## src/rtl/xif_copro_pkg.sv

```systemverilog
// Shared types and constants for the XIF coprocessor.
// commit_state_e : per-ID commit-tracking state (2-bit encoding).
// X_ID_WIDTH     : XIF instruction ID width shared across the coprocessor.
package xif_copro_pkg;

    localparam int unsigned X_ID_WIDTH = 4;

    typedef enum logic [1:0] {
        CS_FREE      = 2'b00,
        CS_PENDING   = 2'b01,
        CS_COMMITTED = 2'b10,
        CS_KILLED    = 2'b11
    } commit_state_e;

    // Resolved state for a commit decision.
    function automatic commit_state_e commit_result(input logic kill);
        return kill ? CS_KILLED : CS_COMMITTED;
    endfunction

endpackage

```

## src/rtl/xif_copro_commit_buffer.sv

```systemverilog
// Per-ID commit-state tracker between the XIF commit interface and the
// coprocessor controller. Records accepted offloads, captures commit/kill,
// and reports whether the input-buffer head may execute or must be dropped.
//
// Ports:
//   clk_i, rst_ni                       clock, synchronous active-low reset
//   alloc_valid_i, alloc_id_i           accepted issue handshake
//   alloc_ready_o                       entry for alloc_id_i is free (or freed now)
//   commit_valid_i, commit_id_i,
//   commit_kill_i                       XIF commit handshake
//   head_valid_i, head_id_i             input-buffer head
//   head_committed_o, head_killed_o     head decision (includes commit bypass)
//   consume_i                           head popped; frees head_id_i
//   outstanding_o                       number of non-FREE entries
//   err_o                               sticky protocol error
module xif_copro_commit_buffer
    import xif_copro_pkg::*;
#(
    parameter int unsigned X_ID_WIDTH = xif_copro_pkg::X_ID_WIDTH
) (
    input  logic                  clk_i,
    input  logic                  rst_ni,
    input  logic                  alloc_valid_i,
    input  logic [X_ID_WIDTH-1:0] alloc_id_i,
    output logic                  alloc_ready_o,
    input  logic                  commit_valid_i,
    input  logic [X_ID_WIDTH-1:0] commit_id_i,
    input  logic                  commit_kill_i,
    input  logic                  head_valid_i,
    input  logic [X_ID_WIDTH-1:0] head_id_i,
    output logic                  head_committed_o,
    output logic                  head_killed_o,
    input  logic                  consume_i,
    output logic [X_ID_WIDTH:0]   outstanding_o,
    output logic                  err_o
);

    localparam int unsigned NUM_ENTRIES = 2 ** X_ID_WIDTH;
    localparam int unsigned CNT_W       = X_ID_WIDTH + 1;

    commit_state_e    state_q [NUM_ENTRIES];
    commit_state_e    state_d [NUM_ENTRIES];
    logic [CNT_W-1:0] cnt_q, cnt_d;
    logic             err_q, err_d;

    commit_state_e head_state, alloc_state, commit_state;
    logic          head_hit, alloc_fire, alloc_commit;
    logic          commit_err, alloc_err, consume_err;
    logic          cnt_inc, cnt_dec;

    // Lookups and head decision (commit is bypassed into the head in the same cycle).
    always_comb begin
        head_state   = state_q[head_id_i];
        alloc_state  = state_q[alloc_id_i];
        commit_state = state_q[commit_id_i];
        head_hit     = commit_valid_i & (commit_id_i == head_id_i);

        head_committed_o = head_valid_i &
                           ((head_state == CS_COMMITTED) |
                            ((head_state == CS_PENDING) & head_hit & ~commit_kill_i));
        head_killed_o    = head_valid_i &
                           ((head_state == CS_KILLED) |
                            ((head_state == CS_PENDING) & head_hit & commit_kill_i));

        // An entry being consumed this cycle can be re-allocated immediately.
        alloc_ready_o = (alloc_state == CS_FREE) | (consume_i & (head_id_i == alloc_id_i));
        alloc_fire    = alloc_valid_i & alloc_ready_o;
        alloc_commit  = alloc_fire & commit_valid_i & (commit_id_i == alloc_id_i);

        alloc_err   = alloc_valid_i & ~alloc_ready_o;
        // A commit that lands together with its own alloc targets the new instance.
        commit_err  = commit_valid_i & ~alloc_commit &
                      ((commit_state == CS_COMMITTED) | (commit_state == CS_KILLED));
        consume_err = consume_i & ~head_committed_o & ~head_killed_o;

        cnt_inc = alloc_fire;
        cnt_dec = consume_i & (head_state != CS_FREE);
    end

    // Entry next state: commit, then consume, then alloc (alloc wins over consume).
    always_comb begin
        state_d = state_q;
        if (commit_valid_i && (commit_state == CS_PENDING)) begin
            state_d[commit_id_i] = commit_result(commit_kill_i);
        end
        if (consume_i) begin
            state_d[head_id_i] = CS_FREE;
        end
        if (alloc_fire) begin
            state_d[alloc_id_i] = alloc_commit ? commit_result(commit_kill_i) : CS_PENDING;
        end
    end

    // Outstanding counter, saturating at both ends.
    always_comb begin
        cnt_d = cnt_q;
        if (cnt_inc && !cnt_dec && (cnt_q != CNT_W'(NUM_ENTRIES))) begin
            cnt_d = cnt_q + CNT_W'(1);
        end else if (cnt_dec && !cnt_inc && (cnt_q != CNT_W'(0))) begin
            cnt_d = cnt_q - CNT_W'(1);
        end
        err_d = err_q | alloc_err | commit_err | consume_err;
    end

    always_ff @(posedge clk_i) begin
        if (!rst_ni) begin
            for (int i = 0; i < NUM_ENTRIES; i++) begin
                state_q[i] <= CS_FREE;
            end
            cnt_q <= '0;
            err_q <= 1'b0;
        end else begin
            state_q <= state_d;
            cnt_q   <= cnt_d;
            err_q   <= err_d;
        end
    end

    assign outstanding_o = cnt_q;
    assign err_o         = err_q;

endmodule
```

## config.mk

```make
export PLATFORM = sky130hd
export DESIGN_NAME = xif_copro_commit_buffer
export DESIGN_NICKNAME = d
export VERILOG_FILES = /design/src/rtl/xif_copro_pkg.sv /design/src/rtl/xif_copro_commit_buffer.sv
export SDC_FILE = /design/constraint.sdc
export NUM_CORES = 1
export LEC_CHECK = 0
export CAP_MARGIN = 25
export CORE_ASPECT_RATIO = 1.75
export CORE_MARGIN = 2
export CORE_UTILIZATION = 40
export CTS_CLUSTER_DIAMETER = 100
export DETAILED_ROUTE_END_ITERATION = 7
export REMOVE_ABC_BUFFERS = 1
export SLEW_MARGIN = 20
export SYNTH_ARGS = -nofsm -noshare
export SYNTH_HDL_FRONTEND = slang
export SYNTH_SLANG_ARGS = --single-unit
```

## constraint.sdc

```tcl
create_clock -name clk_i -period 9.3 [get_ports clk_i]
set_clock_uncertainty 0.1 [all_clocks]
set_input_delay 2.325 -clock clk_i [delete_from_list [all_inputs] [get_ports clk_i]]
set_output_delay 2.325 -clock clk_i [all_outputs]
set_load 0.05 [all_outputs]
```

; ---- Word-level counts from Yosys, hierarchy flattened
; Cells that the tools add are included.
[classes]
n_eq_ne = 10
bitwise = 33
reduce_logical = 14
n_lt_le_gt_ge = 6
add_sub_neg = 2
muxes = 24
[op_table]
columns = operator, n
row1 = 2-to-1 mux 32 bit, 3
row2 = bitwise mux 32 bit, 2
row3 = bitwise AND 32 bit, 1
row4 = inverter 32 bit, 1
row5 = binary-select mux 2 bit (select 4 bit), 3
row6 = demux 2 bit (select 4 bit), 3
row7 = 2-to-1 mux 2 bit, 10
row8 = bitwise AND 1 bit, 16
row9 = ">= comparator 5 bit, second input constant", 3
row10 = "< comparator 5 x 1 -> 1 bit, second input constant", 3
row11 = inverter 4 -> 5 bit, 3
row12 = equality test 4 bit, 3
row13 = 2-to-1 mux 5 bit, 2
row14 = "equality test 2 bit, second input constant", 4
row15 = logical AND 1 bit, 8
row16 = bitwise OR 1 bit, 7
row17 = "adder 5 x 1 -> 5 bit, second input constant", 1
row18 = "!= test 5 bit, second input constant", 1
row19 = inverter 1 bit, 5
row20 = nonzero test 5 bit, 1
row21 = "subtractor 5 x 1 -> 5 bit, second input constant", 1
row22 = "equality test 2 x 1 -> 1 bit, second input constant", 2
row23 = nonzero test 2 bit, 2
row24 = zero test 1 bit, 2
row25 = other kinds (2), 2
[word_totals]
input_bits = 19
register_bits = 38
wordCells = 107

; ---- Logic depth before layout (Yosys ltp)
; Gate-level depths: netlist (run 1).
[depth]
ltp_word = 14
mapped_depth = 15
mapped_depth_nobuf = 13

; ---- Least setup slack after synthesis (run 1)
; No wires, ideal clock.
[synth_path]
path_type = in2out
start = input port head_id_i[0]
end = output port head_committed_o
slack_ps = 2409
path_stages = 7
arrival_time_ps = 4466
required_time_ps = 6875
path_cell_list = clkbuf_1 -> buf_2 -> mux4_2 -> nand2_1 -> and4_1 -> a21oi_1 -> nor2b_1
[synth_via]
elab_chain_len = 9
[synth_rtl]
columns = item, line_no
row1 = start: declaration, xif_copro_commit_buffer.sv:30  ; input logic [X_ID_WIDTH-1:0] head_id_i,
row2 = inverter 4 -> 5 bit (implied by the code), xif_copro_commit_buffer.sv:53  ; head_state = state_q[head_id_i];
row3 = binary-select mux 2 bit (select 4 bit), xif_copro_commit_buffer.sv:53
row4 = 2-to-1 mux 2 bit (implied by the code) (2 in series), xif_copro_commit_buffer.sv:53
row5 = equality test 2 x 1 -> 1 bit, xif_copro_commit_buffer.sv:60  ; ((head_state == CS_PENDING) & head_hit & ~commit_kill_i));
row6 = bitwise AND 1 bit (2 in series), xif_copro_commit_buffer.sv:60
row7 = bitwise OR 1 bit (*), xif_copro_commit_buffer.sv:59  ; ((head_state == CS_COMMITTED) |
row8 = bitwise AND 1 bit (*), xif_copro_commit_buffer.sv:58  ; head_committed_o = head_valid_i &
row9 = end: declaration, xif_copro_commit_buffer.sv:31  ; output logic head_committed_o,
; Mark *: on every way between the ends. The rest lies on a longest branch, timed or not. The select of a mux whose other input is x is not followed.

; ---- Worst setup path after layout (run 1)
; Ends and elaborated chain as after synthesis.

==> results.json, run 1 <==
{
  "run_status": "finished, final reports clean",
  "dr.pass1.iters": 5,
  "cts_tree": "yes",
  "grt_pass1_vias": 2625,
  "worstSetupPathType": "input pin to primary output",
  "detailedRoute.firstIterationViolations": 315,
  "period_needed_ns": 7.81,
  "number_of_cells_produced_by_synthesis": 324,
  "route.detailed.vias_per_inst": 6.40,
  "count_of_buffering_cells_on_the_critical_path_with_inverters_included": 2,
  "dieArea_um2": 7950,
  "design.final.nets": 364,
  "maxCapViolCount": 0,
  "maxClockFrequency_mhz": 128,
  "hold_buffers": 0,
  "worst_ep_arrival_time_ns": 5.39,
  "htreeDepth": 2,
  "detailedPlace.worstSlack_ns": 1.47,
  "ys_warn_count": 0,
  "post_synthesis_to_final_layout_area_growth_pct": 15.8,
  "globalRouteOverflowTotal": 0,
  "dpl_cell_area_um2": 3200,
  "num_io_pins": 28,
  "critPathMostFrequentCell": "clkdlybuf4s50_1",
  "worst_ep_required_time_ns": 6.88,
  "drive_above_1_share": 0.129,
  "placement_rows": 41,
  "cts.repair.resized": 0,
  "synth-edff-count": 0,
  "antenna_left": 0,
  "cpMaxStageDelayCell": "clkdlybuf4s50_1",
  "max-vdd-ir-drop_mv": 0.124,
  "finalHoldViolations": 0,
  "antenna_violations_before_repair": 0,
  "number_of_sinks_driven_by_the_clock_tree": 38,
  "crit_path_end_kind": "primary output",
  "finalWeightedCongestion": 0.917,
  "cts_made_buffers": 5,
  "diodes": 0,
  "grt_setup_unrepaired": "false",
  "syn-mean-instance-area_um2": 8.93,
  "final_design_area_no_fill_um2": 3350,
  "detailed_place_hpwl_um": 6910,
  "cts_root_buffer": "clkbuf_16",
  "syn-cell-area_um2": 2890,
  "p_per_area_nw_per_um2": 141,
  "setup_total_negative_slack_ns": 0,
  "drt-total-wl_um": 9360,
  "clkLatencyLatePin_ns": 0.29,
  "wire_per_inst_um": 21.9,
  "die_width_um": 68.3,
  "crit_path_start_kind": "input pin",
  "cpPeakStageDelay_ns": 0.98,
  "totalPowerFinal_w": 0.000473,
  "wire_length_of_the_first_global_routing_pass_um": 14100,
  "postCtsSetupRepairBufs": 0,
  "timing_max_transition_violations_final": 0,
  "power.static_leakage_nw": 1.12,
  "ys.flop_type": "dfxtp_1",
  "groute.usage.overall": 0.250,
  "endpoints_failing_setup": 0,
  "routed-via-count": 2733,
  "synth-seq-area-share": 0.263,
  "die_height_um": 116,
  "critPathMaxFanout": 14,
  "min_period_over_period": 0.840,
  "design.core.area_um2": 7130,
  "yosys.cell_types.count": 57,
  "layout.core_utilization": 0.470,
  "io_buffers": 27,
  "family_with_the_most_delay_on_the_worst_path": "buffers and inverters",
  "ys_async_sr_fraction": 0,
  "slew_headroom": 0.479,
  "yosys_register_bits": 38,
  "initial_core_util": 0.406,
  "setup_slack_ns": 1.49,
  "min_path_type": "flip-flop to flip-flop",
  "worstMarginPinSlew_ns": 0.779,
  "grt_max_degree": 34,
  "timing.critical_path.cells": "clkdlybuf4s50_1, mux4_2, a22oi_1, nand3_1, nor2_1, a21oi_1, nor2b_1, clkdlybuf4s50_1",
  "clkTransAtPathRegs_ns": 0.06,
  "route.detailed.drc": 0,
  "clock_path_buffers": 2
}
-- area by class of cell --
type | instances | area, µm²
fillers | 695 | 3780
multi-input cells | 261 | 2020
flip-flops and latches | 38 | 761
repair buffers | 30 | 293
clock buffers | 6 | 139
well taps | 86 | 108
inverters | 4 | 15.0
clock inverters | 2 | 12.5
-- worst reg2reg max path, stage by stage (launching register included) --
cell	delay (ns)
dfxtp_1	0.36
mux4_2	0.48
a22oi_1	0.19
nand3_1	0.19
o21a_1	0.27
a211oi_2	0.42
inv_1	0.17
ha_1	0.31
nor2b_1	0.13
o21ai_0	0.15
nand2b_1	0.11
mux2_2	0.28
o22ai_1	0.15
-- placed cells by master (no fill, tap or decap), types with 3 or more instances in the layout --
master            n
buf_4             3
nor2b_1           4
o21ai_0          24
nand4_1           3
mux4_2           14
clkdlybuf4s50_1  27
mux2i_1          19
nand2b_1          8
or2_2             3
inv_1             4
xor2_1            9
o22ai_1          28
o21bai_1          3
nor3_1            3
mux4_1            6
nand2_1          21
nor2_1           50
mux2_2            4
clkbuf_16         5
nand4b_1          5
nor4_1            3
dfxtp_1          38
xnor2_1           4
nand3_1           8
a21oi_1           4
ha_1              4
-- where the power goes --
| part | total [W] | leakage [nW] | internal (W) | switching (W) |
|---|---|---|---|---|
| logic | 0.000121 | 0.743 | 0.0000489 | 0.0000718 |
| registers | 0.000178 | 0.308 | 0.000170 | 0.00000832 |
| clock network | 0.000175 | 0.0729 | 0.000106 | 0.0000687 |
| total | 0.000473 | 1.12 | 0.000325 | 0.000149 |
-- sequential cells by signal (all words and copies together) (netlist names) --
register       cells
err_o              1
outstanding_o      5
state_q           32
-- through the flow --
step,hold WS [ns],cells
floorplan,0.381,303
global placement,0.367,419
detailed placement,0.379,419
CTS,0.392,427
global route,0.418,427
finish,0.386,427
-- final timing paths --
kind,slack [ns],endpoint,from,cells past startpoint
setup / recovery,1.49,head_committed_o,head_id_i[0],8
hold / removal,0.39,err_o,err_o,1
setup reg to reg,5.90,outstanding_o[4],state_q[30],12
hold reg to reg,0.39,err_o,err_o,1
-- logic make-up after synthesis --
logic type,count (synthesis),share of synthesized area
and+or+nand+nor,127,0.231
AOI/OAI and AO/OA,73,0.160
muxes,43,0.245
DFF,38,0.263
buffers and inverters,25,0.0381
xor gates and xnor gates,13,0.0394
adders and majority gates,5,0.0242
-- cells in the mapped netlist, drive strengths merged (4+ instances only) --
| library cell | number | area share |
|---|---|---|
| nor2 | 52 | 0.073 |
| dfxtp | 38 | 0.26 |
| o22ai | 29 | 0.065 |
| o21ai | 25 | 0.045 |
| nand2 | 21 | 0.027 |
| mux4 | 20 | 0.16 |
| mux2i | 19 | 0.066 |
| clkbuf | 12 | 0.017 |
| buf | 9 | 0.016 |
| nand2b | 9 | 0.022 |
| xor2 | 9 | 0.027 |
| nand3 | 8 | 0.014 |
| or2 | 6 | 0.015 |
| nand4b | 5 | 0.015 |
| nor3 | 5 | 0.014 |
| a21oi | 4 | 0.0069 |
| ha | 4 | 0.017 |
| inv | 4 | 0.0052 |
| mux2 | 4 | 0.016 |
| nor2b | 4 | 0.0086 |
| xnor2 | 4 | 0.012 |
-- metal layers --
layer	global-route usage	vias up	wire [µm]
li1	-	1242	-
met1	0.293	1290	3350
met2	0.410	154	4750
met3	0.0356	47	661
met4	0.168	0	603
met5	0	-	0
(Power assumes the default switching activity.)
==> run 2, diff against run 1 <==
==> constraint.sdc (replaced) <==
create_clock -name clk_i -period 7.43 [get_ports clk_i]
set_clock_uncertainty 0.1 [all_clocks]
set_input_delay 1.8575 -clock clk_i [delete_from_list [all_inputs] [get_ports clk_i]]
set_output_delay 1.8575 -clock clk_i [all_outputs]
set_load 0.05 [all_outputs]
==> run 2 against run 1 <==
Against the previous run: largest cell class unchanged; register-to-register slack worse by 1.9 ns; count of clock-buffer cells in the layout stayed put; critical endpoint unchanged; flip-flop and latch count stayed put; die area stayed put; setup slack worse by 0.88 ns; highest routed layer unchanged; wire length is 5.5% higher; via count is 5.3% higher.
==> results.json, run 2 (synthesis results as in run 1) <==
{
  "clock_path_buffers": 2,
  "timing_max_transition_violations_final": 0,
  "num_io_pins": 28,
  "cts_root_buffer": "clkbuf_16",
  "min_path_type": "flip-flop to flip-flop",
  "dieArea_um2": 7950,
  "maxCapViolCount": 0,
  "wire_per_inst_um": 22.9,
  "timing.critical_path.cells": "clkdlybuf4s50_1, mux4_2, a22oi_1, nand3_1, nor2_1, a21oi_1, nor2b_1, clkdlybuf4s50_1",
  "postCtsSetupRepairBufs": 0,
  "globalRouteOverflowTotal": 0,
  "groute.usage.overall": 0.270,
  "grt_pass1_vias": 2828,
  "worst_ep_required_time_ns": 5.47,
  "p_comb_frac": 0.260,
  "number_of_sinks_driven_by_the_clock_tree": 38,
  "count_of_buffering_cells_on_the_critical_path_with_inverters_included": 2,
  "hold_buffers": 0,
  "design.core.area_um2": 7130,
  "layout.core_utilization": 0.475,
  "period_needed_ns": 6.82,
  "drive_above_1_share": 0.142,
  "p_per_area_nw_per_um2": 177,
  "run_status": "finished, final reports clean",
  "clkLatencyLatePin_ns": 0.29,
  "setup_total_negative_slack_ns": 0,
  "mostFrequentLayoutCell": "nor2_1",
  "power.switching_w": 0.000190,
  "worstMarginPinSlew_ns": 0.665,
  "maxClockFrequency_mhz": 147,
  "min_period_over_period": 0.918,
  "critPathMostFrequentCell": "clkdlybuf4s50_1",
  "io_buffers": 27,
  "route.detailed.drc": 0,
  "worstSetupPathType": "input pin to primary output",
  "critPathMaxFanout": 12,
  "cpPeakStageDelay_ns": 0.88,
  "worst_ep_arrival_time_ns": 4.86,
  "antenna_violations_before_repair": 0,
  "design.final.nets": 369,
  "power_switching_share": 0.318,
  "post_synthesis_to_final_layout_area_growth_pct": 17.1,
  "route.detailed.vias_per_inst": 6.66,
  "wire_length_of_the_first_global_routing_pass_um": 15300,
  "crit_path_end_kind": "primary output",
  "crit_path_start_kind": "input pin",
  "detailed_place_hpwl_um": 7410,
  "cell_internal_pwr_w": 0.000408,
  "initial_core_util": 0.406,
  "antenna_left": 0,
  "most-common-layout-cells": "50 x nor2_1, 38 x dfxtp_1, 28 x o22ai_1",
  "flip_flop_count_of_the_largest_register_all_copies_and_words_added": 32,
  "routed-via-count": 2879,
  "cpMaxStageDelayCell": "clkdlybuf4s50_1",
  "cts.repair.resized": 0,
  "slew_headroom": 0.552,
  "endpoints_failing_setup": 0,
  "drt-total-wl_um": 9880,
  "placement_rows": 41,
  "family_with_the_most_delay_on_the_worst_path": "buffers and inverters",
  "finalWeightedCongestion": 0.949,
  "htreeDepth": 2,
  "power.share.clock": 0.368,
  "cts_made_buffers": 5,
  "detailedRoute.firstIterationViolations": 381,
  "die_height_um": 116,
  "power_frac_seq": 0.372,
  "grt_setup_unrepaired": "false",
  "power.static_leakage_nw": 1.15,
  "regMostFlops": "state_q",
  "cts_tree": "yes",
  "grt_max_degree": 34,
  "max-vdd-ir-drop_mv": 0.157,
  "clkTransAtPathRegs_ns": 0.06,
  "finalHoldViolations": 0,
  "diodes": 0,
  "dr.pass1.iters": 5,
  "die_width_um": 68.3
}
-- run 2: cell count changes in the layout (fill, tap and decap cells not counted) --
cell,delta
buf_4,+5
-- run 2: layout make-up --
cell class / instances / area, µm²
timing repair buffer: 35 / 330
tap: 86 / 108
clock buffer: 6 / 139
clock inverter: 2 / 12.5
inverter: 4 / 15.0
sequential: 38 / 761
fill: 698 / 3740
multi-input combinational: 261 / 2020
-- run 2: stage by stage --
stage	instances	worst slack, ns	cell area [µm²]	hold WS (ns)	power (W)
after floorplan	303	1.96	2800	0.381	0.000318
after global placement	424	0.636	3240	0.366	0.000380
after detailed placement	424	0.581	3240	0.377	0.000381
after CTS	432	0.554	3390	0.391	0.000602
after global routing	432	0.447	3390	0.404	0.000625
final	432	0.613	3390	0.385	0.000599
-- run 2: path summary, 6_finish.rpt --
path | end | slack [ns] | cells past startpoint | from
max | head_committed_o | 0.61 | 8 | head_id_i[0]
min | err_o | 0.38 | 1 | err_o
min reg2reg | err_o | 0.38 | 1 | err_o
max reg2reg | outstanding_o[4] | 4.03 | 12 | state_q[24]
-- run 2: per-layer routing --
metal  global-route usage  wire length, µm
met1                0.297             3280
met5                    0                0
met2                0.435             4850
met3               0.0530              773
met4                0.221              977
-- run 2: worst reg2reg max path: stages, from the launching register on --
cell,delay (ns)
dfxtp_1,0.35
mux4_2,0.49
a22oi_1,0.20
nand3_1,0.20
o21a_1,0.27
a211oi_2,0.41
inv_1,0.18
ha_1,0.32
nor2b_1,0.13
o21ai_0,0.15
nand2b_1,0.12
mux2_2,0.28
o22ai_1,0.14
-- run 2: power groups by stage --
stage               clock [W]  combinational, W  sequential [W]
CTS                  0.000225          0.000155        0.000222
detailed placement          0          0.000155        0.000227
global placement            0          0.000153        0.000227
global route         0.000229          0.000171        0.000224
floorplan                   0         0.0000729        0.000245
finish               0.000220          0.000156        0.000223
==> run 3, diff against run 2 <==
--- a/config.mk
+++ b/config.mk
@@ -8,9 +8,10 @@
 export CAP_MARGIN = 25
 export CORE_ASPECT_RATIO = 1.75
 export CORE_MARGIN = 2
-export CORE_UTILIZATION = 40
-export CTS_CLUSTER_DIAMETER = 100
+export CORE_UTILIZATION = 56
+export CTS_CLUSTER_DIAMETER = 50
 export DETAILED_ROUTE_END_ITERATION = 7
+export PLACE_DENSITY = 0.78
 export REMOVE_ABC_BUFFERS = 1
 export SLEW_MARGIN = 20
 export SYNTH_ARGS = -nofsm -noshare
==> run 3 against run 2 <==
Against the previous run: die area decreased by 27%; worst hold slack gained 0.011 ns; critical path depth down 3; clock power down 15%; via count is 1.4% lower; highest routed layer unchanged; wire length down 5.2%; combinational power about the same; first-iteration DRC count is 26% lower; sequential share of layout area is 0.73 points higher; setup slack improved by 0.027 ns.
==> results.json, run 3 (synthesis results as in run 1) <==
{
  "route.detailed.drc": 0,
  "dr.pass1.iters": 7,
  "drt-total-wl_um": 9360,
  "finalHoldViolations": 0,
  "worst_ep_required_time_ns": 5.47,
  "hold_buffers": 0,
  "grt_setup_unrepaired": "false",
  "worstSetupPathDepth": 5,
  "power.share.clock": 0.331,
  "detailedRoute.firstIterationViolations": 282,
  "groute.usage.overall": 0.346,
  "clock_path_buffers": 2,
  "placement_rows": 34,
  "worst_r2r_path_depth": 12,
  "mostFrequentLayoutCell": "nor2_1",
  "dpl_cell_area_um2": 3170,
  "maxClockFrequency_mhz": 147,
  "cpMaxStageDelayCell": "clkdlybuf4s50_1",
  "drive_above_1_share": 0.135,
  "dieArea_um2": 5780,
  "slew_headroom": 0.443,
  "max-vdd-ir-drop_mv": 0.147,
  "flip_flop_count_of_the_largest_register_all_copies_and_words_added": 32,
  "worstMarginPinSlew_ns": 0.832,
  "run_status": "finished, final reports clean",
  "clkTransAtPathRegs_ns": 0.08,
  "timing.hold.worst_endpoint": "err_o",
  "count_of_buffering_cells_on_the_critical_path_with_inverters_included": 2,
  "post_synthesis_to_final_layout_area_growth_pct": 13.4,
  "wire_length_of_the_first_global_routing_pass_um": 14900,
  "die_width_um": 58.3,
  "io_buffers": 27,
  "design.final.nets": 366,
  "min_path_type": "flip-flop to flip-flop",
  "power.switching_w": 0.000183,
  "timing_max_transition_violations_final": 0,
  "diodes": 0,
  "p_comb_frac": 0.274,
  "design.core.area_um2": 4980,
  "final_design_area_no_fill_um2": 3280,
  "endpoints_failing_setup": 0,
  "antenna_left": 0,
  "maxCapViolCount": 0,
  "num_io_pins": 28,
  "hold_path.startpoint": "err_o",
  "cts_made_buffers": 5,
  "timing.critical_path.cells": "clkdlybuf4s50_1, mux4_2, mux4_2, or2_2, clkdlybuf4s50_1",
  "globalRouteOverflowTotal": 0,
  "family_with_the_most_delay_on_the_worst_path": "buffers and inverters",
  "detailed_place_hpwl_um": 6640,
  "critPathMaxFanout": 13,
  "cts.repair.resized": 0,
  "grt_pass1_vias": 2916,
  "p_per_area_nw_per_um2": 172,
  "antenna_violations_before_repair": 0,
  "clkLatencyLatePin_ns": 0.30,
  "cts_root_buffer": "clkbuf_8",
  "die_height_um": 99.1,
  "fillCellCount": 413,
  "power_switching_share": 0.324,
  "worstSetupPathType": "input pin to primary output",
  "grt_max_degree": 34,
  "initial_core_util": 0.581,
  "power_frac_seq": 0.395,
  "cpPeakStageDelay_ns": 0.85,
  "period_needed_ns": 6.79,
  "postCtsSetupRepairBufs": 0,
  "min_period_over_period": 0.914,
  "worst_hold_path.num_cells": 1,
  "crit-reg2reg-launch": "state_q[26]",
  "cell_internal_pwr_w": 0.000381,
  "regMostFlops": "state_q",
  "setup.reg_to_reg.worst_slack_ns": 3.95,
  "setup_total_negative_slack_ns": 0,
  "worst_ep_arrival_time_ns": 4.83,
  "htreeDepth": 2,
  "cts_tree": "yes",
  "power.static_leakage_nw": 1.12,
  "most-common-layout-cells": "50 x nor2_1, 38 x dfxtp_1, 28 x o22ai_1",
  "wire_per_inst_um": 23.6,
  "number_of_sinks_driven_by_the_clock_tree": 38,
  "crit_path_start_kind": "input pin",
  "regToRegEndpoint": "outstanding_o[4]",
  "finalWeightedCongestion": 0.986,
  "crit_path_end_kind": "primary output",
  "routed-via-count": 2838,
  "route.detailed.vias_per_inst": 7.17
}
## run 3: layer usage
metal / global-route usage / vias to the layer above / share of wire
li1: - / 1249 / -
met4: 0.220 / 0 / 0.069
met2: 0.558 / 186 / 0.49
met5: 0 / - / 0
met3: 0.0682 / 57 / 0.084
met1: 0.407 / 1346 / 0.36
## run 3: how the worst max path moves through the flow
stage | startpoint | endpoint | slack (ns)
after global routing | head_id_i[0] | head_committed_o | 0.47
after detailed placement | head_id_i[0] | head_committed_o | 0.65
after global placement | head_id_i[0] | head_committed_o | 0.64
final | alloc_id_i[1] | alloc_ready_o | 0.64
after floorplan | head_id_i[0] | head_committed_o | 1.96
after CTS | alloc_id_i[1] | alloc_ready_o | 0.65
## run 3: power groups by stage
stage | Sequential [W] | Clock, W | Combinational, W
2_1_floorplan | 0.000245 | 0 | 0.0000729
3_3_place_gp | 0.000227 | 0 | 0.000151
3_5_place_dp | 0.000227 | 0 | 0.000153
4_1_cts | 0.000222 | 0.000185 | 0.000154
5_1_grt | 0.000224 | 0.000196 | 0.000167
6_report | 0.000223 | 0.000187 | 0.000155
## run 3: stage by stage
stage	total power, W	hold WS, ns	cells	worst slack [ns]	util
after floorplan	0.000318	0.381	303	1.96	-
after global placement	0.000377	0.368	389	0.640	0.638
after detailed placement	0.000380	0.384	389	0.652	0.638
after CTS	0.000562	0.402	396	0.647	0.660
after global routing	0.000587	0.413	396	0.468	0.659
final	0.000564	0.395	396	0.640	0.659
## run 3: cell type report
| class | instances | area, µm² | area share |
|---|---|---|---|
| Clock buffer | 6 | 82.6 | 0.0252 |
| Clock inverter | 1 | 30.0 | 0.00915 |
| Inverter | 4 | 15.0 | 0.00458 |
| Multi-Input combinational cell | 261 | 2020 | 0.616 |
| Sequential cell | 38 | 761 | 0.232 |
| Tap cell | 54 | 67.6 | 0.0206 |
| Timing Repair Buffer | 32 | 303 | 0.0923 |
## run 3: worst reg2reg max path, cell delays in order, from the launching register on
cell and delay, ns:
dfxtp_1 0.36, mux4_2 0.49, a22oi_1 0.20, nand3_1 0.18, o21a_1 0.27, a211oi_2 0.44
inv_1 0.18, ha_1 0.33, nor2b_1 0.13, o21ai_0 0.09, nand2b_1 0.14, mux2_2 0.34
o22ai_1 0.15
